===== config.mk =====
export PLATFORM = sky130hd
export DESIGN_NAME = sd_cmd_rsp_receiver
export DESIGN_NICKNAME = d
export VERILOG_FILES = /design/src/rtl/sd_cmd_rsp_receiver_pkg.sv /design/src/rtl/sd_crc7.sv /design/src/rtl/sd_cmd_rsp_receiver.sv
export SDC_FILE = /design/constraint.sdc
export NUM_CORES = 1
export LEC_CHECK = 0
export BUFFER_PORTS_ARGS = -buffer_cell sky130_fd_sc_hd__buf_2
export CAP_MARGIN = 20
export CORE_ASPECT_RATIO = 1.75
export CORE_MARGIN = 5
export CORE_UTILIZATION = 62
export DETAILED_ROUTE_END_ITERATION = 10
export PLACE_DENSITY = 0.84
export SLEW_MARGIN = 20
export SYNTH_ARGS = -nofsm -noshare
export SYNTH_HDL_FRONTEND = slang
export SYNTH_HIERARCHICAL = 1
export SYNTH_SLANG_ARGS = --single-unit

===== constraint.sdc =====
create_clock -name CLK -period 7.5 [get_ports CLK]
set_input_delay 1.5 -clock CLK [delete_from_list [all_inputs] [get_ports CLK]]
set_output_delay 1.5 -clock CLK [all_outputs]
set_load 0.05 [all_outputs]

===== src/rtl/sd_cmd_rsp_receiver_pkg.sv =====
// Shared SD command-path definitions: receiver FSM encoding, response framing sizes,
// payload widths and the default NCR window.
package sd_cmd_rsp_receiver_pkg;

    typedef enum logic [1:0] {
        IDLE       = 2'd0,
        WAIT_START = 2'd1,
        RECV       = 2'd2,
        DONE       = 2'd3
    } rsp_state_e;

    localparam int RSP_LEN_SHORT   = 48;
    localparam int RSP_LEN_LONG    = 136;
    localparam int PAY_W_SHORT     = 38;
    localparam int PAY_W_LONG      = 120;
    localparam int CRC_W           = 7;
    localparam int TIMEOUT_DEFAULT = 64;

endpackage


===== src/rtl/sd_crc7.sv =====
// CRC7 (x^7 + x^3 + 1) accumulator for the SD CMD line. RST is a synchronous clear;
// SH shifts the remainder out MSB-first when not accumulating.
module sd_crc7 (
    input  logic       CLK,
    input  logic       RST,
    input  logic       EN,
    input  logic       SH,
    input  logic       DAT,
    output logic [6:0] CRC
);

    logic [6:0] crc_q;
    logic       fb;

    assign fb  = DAT ^ crc_q[6];
    assign CRC = crc_q;

    always_ff @(negedge CLK) begin
        if (RST) begin
            crc_q <= '0;
        end else if (EN) begin
            crc_q <= {crc_q[5:0], 1'b0} ^ (fb ? 7'h09 : 7'h00);
        end else if (SH) begin
            crc_q <= {crc_q[5:0], 1'b0};
        end
    end

endmodule


===== src/rtl/sd_cmd_rsp_receiver.sv =====
// SD CMD-line response receiver: arms after a command, finds the start bit, deserialises and
// checks the response. Defining SD_RSP_R2_EN adds 136-bit R2 (CID/CSD) reception.
module sd_cmd_rsp_receiver
    import sd_cmd_rsp_receiver_pkg::*;
#(
    parameter int TIMEOUT = TIMEOUT_DEFAULT
) (
    input  logic                   CLK,
    input  logic                   RST,
    input  logic                   I_ARM,
    input  logic                   I_RSP_EN,
    input  logic                   I_NOCRC,
`ifdef SD_RSP_R2_EN
    input  logic                   I_LONG,
    output logic [PAY_W_LONG-1:0]  O_RSP_L,
`endif
    input  logic                   I_CMD,
    output logic                   O_BUSY,
    output logic                   O_STB,
    input  logic                   I_ACK,
    output logic [PAY_W_SHORT-1:0] O_RSP,
    output logic                   O_TIMEOUT,
    output logic                   O_CRC_ERR,
    output logic                   O_DIR_ERR,
    output logic                   O_END_ERR,
    output logic [1:0]             O_DBG_STATE
);

    // Handshake: O_STB and the result are held stable until the edge that samples
    // I_ACK high while O_STB is high; that edge drops O_STB and O_BUSY together.

`ifdef SD_RSP_R2_EN
    localparam int SH_W  = RSP_LEN_LONG - 2;
    localparam int CNT_W = 8;
    localparam logic [CNT_W-1:0] CNT_LONG  = CNT_W'(RSP_LEN_LONG - 2);
    localparam logic [CNT_W-1:0] CRC_HI_L  = CNT_W'(PAY_W_LONG + CRC_W + 1);
    localparam int               PAY_HI_L  = CRC_W + PAY_W_LONG - 1;
`else
    localparam int SH_W  = RSP_LEN_SHORT - 2;
    localparam int CNT_W = 6;
`endif
    localparam int               TMO_W     = 7;
    localparam logic [TMO_W-1:0] TMO_LOAD  = TMO_W'(TIMEOUT - 1);
    localparam logic [CNT_W-1:0] CNT_SHORT = CNT_W'(RSP_LEN_SHORT - 2);
    localparam logic [CNT_W-1:0] CRC_LO    = CNT_W'(CRC_W);
    localparam int               PAY_HI_S  = CRC_W + PAY_W_SHORT - 1;

    rsp_state_e             state_q;
    logic [TMO_W-1:0]       tmo_cnt_q;
    logic [CNT_W-1:0]       bit_cnt_q;
    logic [SH_W-1:0]        shreg_q;
    logic                   nocrc_q;
    logic                   end_bit_q;
    logic                   tmo_hit_q;
    logic                   stb_q;
    logic                   busy_q;
    logic                   timeout_q;
    logic                   crc_err_q;
    logic                   dir_err_q;
    logic                   end_err_q;
    logic [PAY_W_SHORT-1:0] rsp_q;

    logic [CNT_W-1:0]       bit_cnt_load;
    logic                   crc_win_hi;
    logic                   crc_en;
    logic                   crc_clr;
    logic [CRC_W-1:0]       crc_calc;
    logic                   dir_bit;

`ifdef SD_RSP_R2_EN
    logic                   long_q;
    logic [PAY_W_LONG-1:0]  rsp_l_q;
    logic                   rsv_unused;

    assign bit_cnt_load = long_q ? CNT_LONG : CNT_SHORT;
    // R2 checks CRC only over CID/CSD[127:8]; transmission and reserved bits are excluded.
    assign crc_win_hi   = !long_q || (bit_cnt_q < CRC_HI_L);
    assign dir_bit      = long_q ? shreg_q[SH_W-1] : shreg_q[RSP_LEN_SHORT-3];
    assign rsv_unused   = ^shreg_q[SH_W-2:PAY_HI_L+1];
    assign O_RSP_L      = rsp_l_q;
`else
    assign bit_cnt_load = CNT_SHORT;
    assign crc_win_hi   = 1'b1;
    assign dir_bit      = shreg_q[SH_W-1];
`endif

    // The start bit is CRC bit 0, but a zero bit into a cleared CRC leaves it zero, so
    // holding the CRC cleared outside RECV is equivalent to accumulating it.
    assign crc_clr = (state_q != RECV);
    assign crc_en  = (state_q == RECV) && (bit_cnt_q > CRC_LO) && crc_win_hi;

    sd_crc7 u_crc7 (
        .CLK (CLK),
        .RST (crc_clr),
        .EN  (crc_en),
        .SH  (1'b0),
        .DAT (I_CMD),
        .CRC (crc_calc)
    );

    always_ff @(negedge CLK or posedge RST) begin
        if (RST) begin
            state_q   <= IDLE;
            tmo_cnt_q <= '0;
            bit_cnt_q <= '0;
            shreg_q   <= '0;
            nocrc_q   <= 1'b0;
            end_bit_q <= 1'b0;
            tmo_hit_q <= 1'b0;
            stb_q     <= 1'b0;
            busy_q    <= 1'b0;
            timeout_q <= 1'b0;
            crc_err_q <= 1'b0;
            dir_err_q <= 1'b0;
            end_err_q <= 1'b0;
            rsp_q     <= '0;
`ifdef SD_RSP_R2_EN
            long_q    <= 1'b0;
            rsp_l_q   <= '0;
`endif
        end else begin
            case (state_q)
                IDLE: begin
                    if (I_ARM && I_RSP_EN) begin
                        state_q   <= WAIT_START;
                        busy_q    <= 1'b1;
                        nocrc_q   <= I_NOCRC;
                        tmo_cnt_q <= TMO_LOAD;
                        tmo_hit_q <= 1'b0;
                        shreg_q   <= '0;
`ifdef SD_RSP_R2_EN
                        long_q    <= I_LONG;
`endif
                    end
                end
                WAIT_START: begin
                    if (!I_CMD) begin
                        state_q   <= RECV;
                        bit_cnt_q <= bit_cnt_load;
                    end else if (tmo_cnt_q == '0) begin
                        state_q   <= DONE;
                        tmo_hit_q <= 1'b1;
                    end else begin
                        tmo_cnt_q <= tmo_cnt_q - 1'b1;
                    end
                end
                RECV: begin
                    if (bit_cnt_q == '0) begin
                        end_bit_q <= I_CMD;
                        state_q   <= DONE;
                    end else begin
                        shreg_q   <= {shreg_q[SH_W-2:0], I_CMD};
                        bit_cnt_q <= bit_cnt_q - 1'b1;
                    end
                end
                DONE: begin
                    // First DONE edge publishes the result; later edges wait for I_ACK.
                    if (!stb_q) begin
                        stb_q <= 1'b1;
                        if (tmo_hit_q) begin
                            timeout_q <= 1'b1;
                        end else begin
                            dir_err_q <= dir_bit;
                            end_err_q <= !end_bit_q;
                            crc_err_q <= !nocrc_q && (shreg_q[CRC_W-1:0] != crc_calc);
`ifdef SD_RSP_R2_EN
                            rsp_q     <= long_q ? '0 : shreg_q[PAY_HI_S:CRC_W];
                            rsp_l_q   <= long_q ? shreg_q[PAY_HI_L:CRC_W] : '0;
`else
                            rsp_q     <= shreg_q[PAY_HI_S:CRC_W];
`endif
                        end
                    end else if (I_ACK) begin
                        state_q   <= IDLE;
                        stb_q     <= 1'b0;
                        busy_q    <= 1'b0;
                        timeout_q <= 1'b0;
                        crc_err_q <= 1'b0;
                        dir_err_q <= 1'b0;
                        end_err_q <= 1'b0;
                        rsp_q     <= '0;
`ifdef SD_RSP_R2_EN
                        rsp_l_q   <= '0;
`endif
                    end
                end
                default: state_q <= IDLE;
            endcase
        end
    end

    assign O_BUSY      = busy_q;
    assign O_STB       = stb_q;
    assign O_RSP       = rsp_q;
    assign O_TIMEOUT   = timeout_q;
    assign O_CRC_ERR   = crc_err_q;
    assign O_DIR_ERR   = dir_err_q;
    assign O_END_ERR   = end_err_q;
    assign O_DBG_STATE = state_q;

endmodule


## Word level (Yosys, flattened, before mapping)

Cells that the tools add are included.

| operators by class | value |
|---|---|
| bitwise gates (word level) | 2 |
| $lt $le $gt $ge | 1 |
| equality and inequality tests | 17 |
| reduce and logical (&&, ||, !) cells | 23 |
| mux-type cells | 39 |
| $add $sub $neg | 2 |

Operators with widths:

| cell | count |
|---|---|
| $mux 38 | 3 |
| $mux 46 | 2 |
| $pmux 46 s2 | 1 |
| $mux 7 | 3 |
| $ne 2x2->1 const B | 10 |
| $mux 1 | 16 |
| $pmux 7 s2 | 1 |
| $mux 2 | 6 |
| $mux 6 | 2 |
| $pmux 6 s2 | 1 |
| $reduce_and 3->1 | 4 |
| $reduce_and 4->1 | 3 |
| $reduce_bool 2->1 | 5 |
| $pmux 2 s4 | 1 |
| $logic_not 7->1 | 1 |
| $ne 7x7->1 | 1 |
| $sub 7x1->7 const B | 1 |
| $xor 7x7->7 | 1 |
| $gt 6x3->1 const B | 1 |
| $logic_not 6->1 | 1 |
| $sub 6x1->6 const B | 1 |
| $reduce_and 5->1 | 1 |
| $eq 2x2->1 const B | 2 |
| $mux 4 | 1 |
| other kinds (9) | 15 |

| storage, ports and cells | value |
|---|---|
| flip-flop bits (word level) | 115 |
| output and inout port bits | 46 |
| word-level logic and storage cells | 99 |
| bits of input ports | 7 |

## Longest topological paths before layout

| logic depth | value |
|---|---|
| depth in word-level cells | 4 |
| mapped depth | 9 |
| gate-level depth less buffers | 7 |

## Cells and area by module

The synthesis kept the hierarchy.

By module, submodules not included:

| module | sequential area each (um^2) | area each (um^2) | cells each | instances |
|---|---|---|---|---|
| sd_cmd_rsp_receiver | 2702.6 | 4600.7 | 372 | 1 |
| sd_crc7 | 140.1 | 275.3 | 33 | 1 |

==> metrics.log <==
INFO  metric largest_stage_delay_on_the_critical_path = 440 ps
INFO  metric crit_path_kind = primary input to flip-flop
INFO  metric tightest_slew = 840 ps
INFO  metric rsz0062_at_grt = no
INFO  metric critical_path_buf_inv_count = 3
INFO  metric ys_seq_area_frac = 0.583
INFO  metric postLayoutSetupSlackWorst = around 1000 ps
INFO  metric dpl_worst_slack = between 400 and 500 ps
INFO  metric track_usage = 0.236
INFO  metric cap_violations = 0
INFO  metric number_of_standard_cells_after_synthesis = around 410
INFO  metric postSynthRegisterBits = ~120
INFO  metric synth_enable_flop_cells = 0
INFO  metric relSlewSlack = 0.440
INFO  metric final-max-slew-violation-count = 0
INFO  metric clock_tree_from_tritoncts = yes
INFO  metric worst_path_max_delay_cell = nor2_2
INFO  metric grt_pass1_vias = around 3700
INFO  metric drt.antenna.violating_nets = 0
INFO  metric detail_route.wl_per_cell = ~19 um
INFO  metric startpoint_type = primary input
INFO  metric final_hold_viol_count = 0
INFO  metric grt_antenna_before_repair = 0
INFO  metric cts_repair_resize_count = 0
INFO  metric synth_top_area_share = 0.554
INFO  metric first_iter_violations = 260
INFO  metric crit_path_max_fanout = 23
INFO  metric grt_max_degree = 109
INFO  metric worst_hold_path_type = flip-flop to flip-flop
INFO  metric area.sequential = between 2000 and 3000 sq um
INFO  metric pwr_per_cell_area = around 360 nW/um^2
INFO  metric cts_made_buffers = 17
INFO  metric yosysWarnings = 6
INFO  metric ctsRootBufferMaster = clkbuf_16
INFO  metric area_delta_synth_final = 18.2%
INFO  metric most_used_flip_flop_cell_after_synthesis = dfrtn_1
INFO  metric irDropWorstVdd = between 0.2 and 0.3 mV
INFO  metric wire_length_of_the_first_global_routing_pass = around 18 mm
INFO  metric post_synth_instance_area = a little under 5000 sq um
INFO  metric post-cts-setup-buffer-count = 0
INFO  metric nFillCells = 482
INFO  metric post_route_cells_drive_above_1_share = 0.209
INFO  metric route.final.wire_length = 10.9 mm
INFO  metric async_flop_share = 0.939
INFO  metric cts.path.max_buffers = 2
INFO  metric clock_skew = between 50 and 60 ps
INFO  metric die_height = 127 um
INFO  metric design.final.nets = 487
INFO  metric cp.required = about 4200 ps
INFO  metric synth_top_cell_by_area = dfrtn_1
INFO  metric leakagePower = ~0.0028 uW
INFO  metric worstSetupEndpointType = flip-flop
INFO  metric antenna_cells_inserted = 0
INFO  metric cts_htree_levels = 4
INFO  metric totalNegativeSetupSlack = 0 ps
INFO  metric horizontal_die_dimension = a little under 80 um
INFO  metric placement.io_buffers = 52
INFO  metric drc_viols = 0
INFO  metric outcome = complete, no violations
INFO  metric insertion_delay = between 400 and 500 ps
INFO  metric ioPinCount = 53
INFO  metric core = 7620 sq um
INFO  metric detail_route.vias_per_cell = ~6.3
INFO  metric syn_avg_cell_area = 12.0 sq um
INFO  metric critical_path_arrival = around 3100 ps
INFO  metric place_hpwl = ~7 mm
INFO  metric area_of_the_multi_input_gates = around 1900 sq um
INFO  metric global_route.overflow_total = 0
INFO  metric drt_pass1_iterations = 5
INFO  metric critPathMostFrequentCell = buf_4
INFO  metric cts.sink_count = roughly 120
INFO  metric setup_viol = 0
INFO  metric num_vias = between 3000 and 4000
INFO  metric cp_cell_instances = buf_2 -> and3_1 -> a21oi_1 -> buf_4 -> nor2_2 -> buf_4 -> a22o_1
INFO  metric path_delay_family = buffers and inverters
INFO  metric number_of_unique_standard_cell_types_used_by_synthesis = 55
INFO  metric clk_pin_slew_worst_paths = 40 ps
INFO  metric initial_core_util = 0.640
INFO  metric die-area = slightly below 10000 sq um
INFO  metric netlist_top_cells_area = dfrtn_1, a22o_1, nand2_1
INFO  metric num_rows = 42
INFO  metric gp_congestion = between 0.7 and 0.8
INFO  metric post_cts_hold_buffers = 0
state kept, by name, indices dropped and copies added (netlist names):
signal / flops
nocrc_q: 1
bit_cnt_q: 6
O_END_ERR: 1
O_CRC_ERR: 1
O_TIMEOUT: 1
O_STB: 1
O_DBG_STATE: 2
shreg_q: 46
u_crc7/CRC: 7
O_BUSY: 1
tmo_hit_q: 1
O_DIR_ERR: 1
end_bit_q: 1
O_RSP: 38
tmo_cnt_q: 7
final timing paths:
| kind | startpoint | end | slack (ps) | depth (start not counted) |
|---|---|---|---|---|
| max in group asynchronous | RST | shreg_q[7]$_DFFE_NP0P_ | 2160 | 3 |
| setup / recovery | I_ARM | shreg_q[18]$_DFFE_NP0P_ | 1020 | 7 |
| hold reg to reg | end_bit_q$_DFFE_NP0P_ | O_END_ERR$_DFFE_NP0P_ | 420 | 1 |
| setup reg to reg | O_DBG_STATE[0]$_DFFE_NP0P_ | shreg_q[18]$_DFFE_NP0P_ | 4820 | 7 |
| hold / removal | end_bit_q$_DFFE_NP0P_ | O_END_ERR$_DFFE_NP0P_ | 420 | 1 |
| min in group asynchronous | RST | O_RSP[19]$_DFFE_NP0P_ | 4920 | 3 |
metrics by stage:
stage / hold WS [ps] / utilization / instance area [sq um] / std cells / power [uW]
2_1_floorplan: 384 / - / 4910 / 413 / 1210
3_3_place_gp: 395 / 0.681 / 5190 / 534 / 1280
3_5_place_dp: 429 / 0.681 / 5190 / 534 / 1300
4_1_cts: 429 / 0.756 / 5760 / 572 / 2060
5_1_grt: 444 / 0.756 / 5760 / 572 / 2160
6_report: 419 / 0.756 / 5760 / 572 / 2050
synthesized netlist by cell type (all sizes together), types with 4 or more instances:
cell	instances
nand2	38
a22o	76
dfxtp	7
buf	10
a31oi	6
inv	13
ha	9
dfrtn	108
o221ai	9
xor2	4
a21oi	17
nor2	9
xnor2	5
o21ai	14
clkbuf	14
kinds of logic after synthesis:
family	after synthesis	share of synthesized area
AOI/OAI and AO/OA	145	0.230
xor gates and xnor gates	9	0.0162
adders and majority gates	9	0.0231
buffers and inverters	37	0.0400
DFF	115	0.583
muxes	6	0.0131
other	1	0.000769
and+or+nand+nor	83	0.0934
layout make-up:
type                    count  share of cell area
repair buffers             57              0.0538
multi-input cells         261               0.325
clock buffers              18              0.0781
clock inverters            21              0.0224
flip-flops and latches    115               0.493
well taps                  88              0.0191
inverters                  12             0.00847
power breakdown:
| part | switching (uW) | internal, uW |
|---|---|---|
| sequential | 67.8 | 686 |
| clock | 304 | 447 |
| combinational | 389 | 156 |
placed cells by master, fill, tap and decap left out, types with 5 or more instances in the layout:
cell,count
dfrtn_1,108
a22o_1,76
buf_2,52
nand2_1,38
inv_1,18
clkbuf_16,18
a21oi_1,17
o21ai_0,9
o221ai_1,9
ha_1,9
conb_1,9
nor2_1,7
dfxtp_1,7
a31oi_1,6
xnor2_1,5
clkinvlp_4,5
layer usage:
layer  up-vias  wire length (um)  GRT usage
met5         -                 0          0
met3        24               452     0.0683
met1      1817              4120      0.253
met2        99              6100      0.428
met4         0               272     0.0951
li1       1645                 -          -
(Power assumes the default switching activity.)
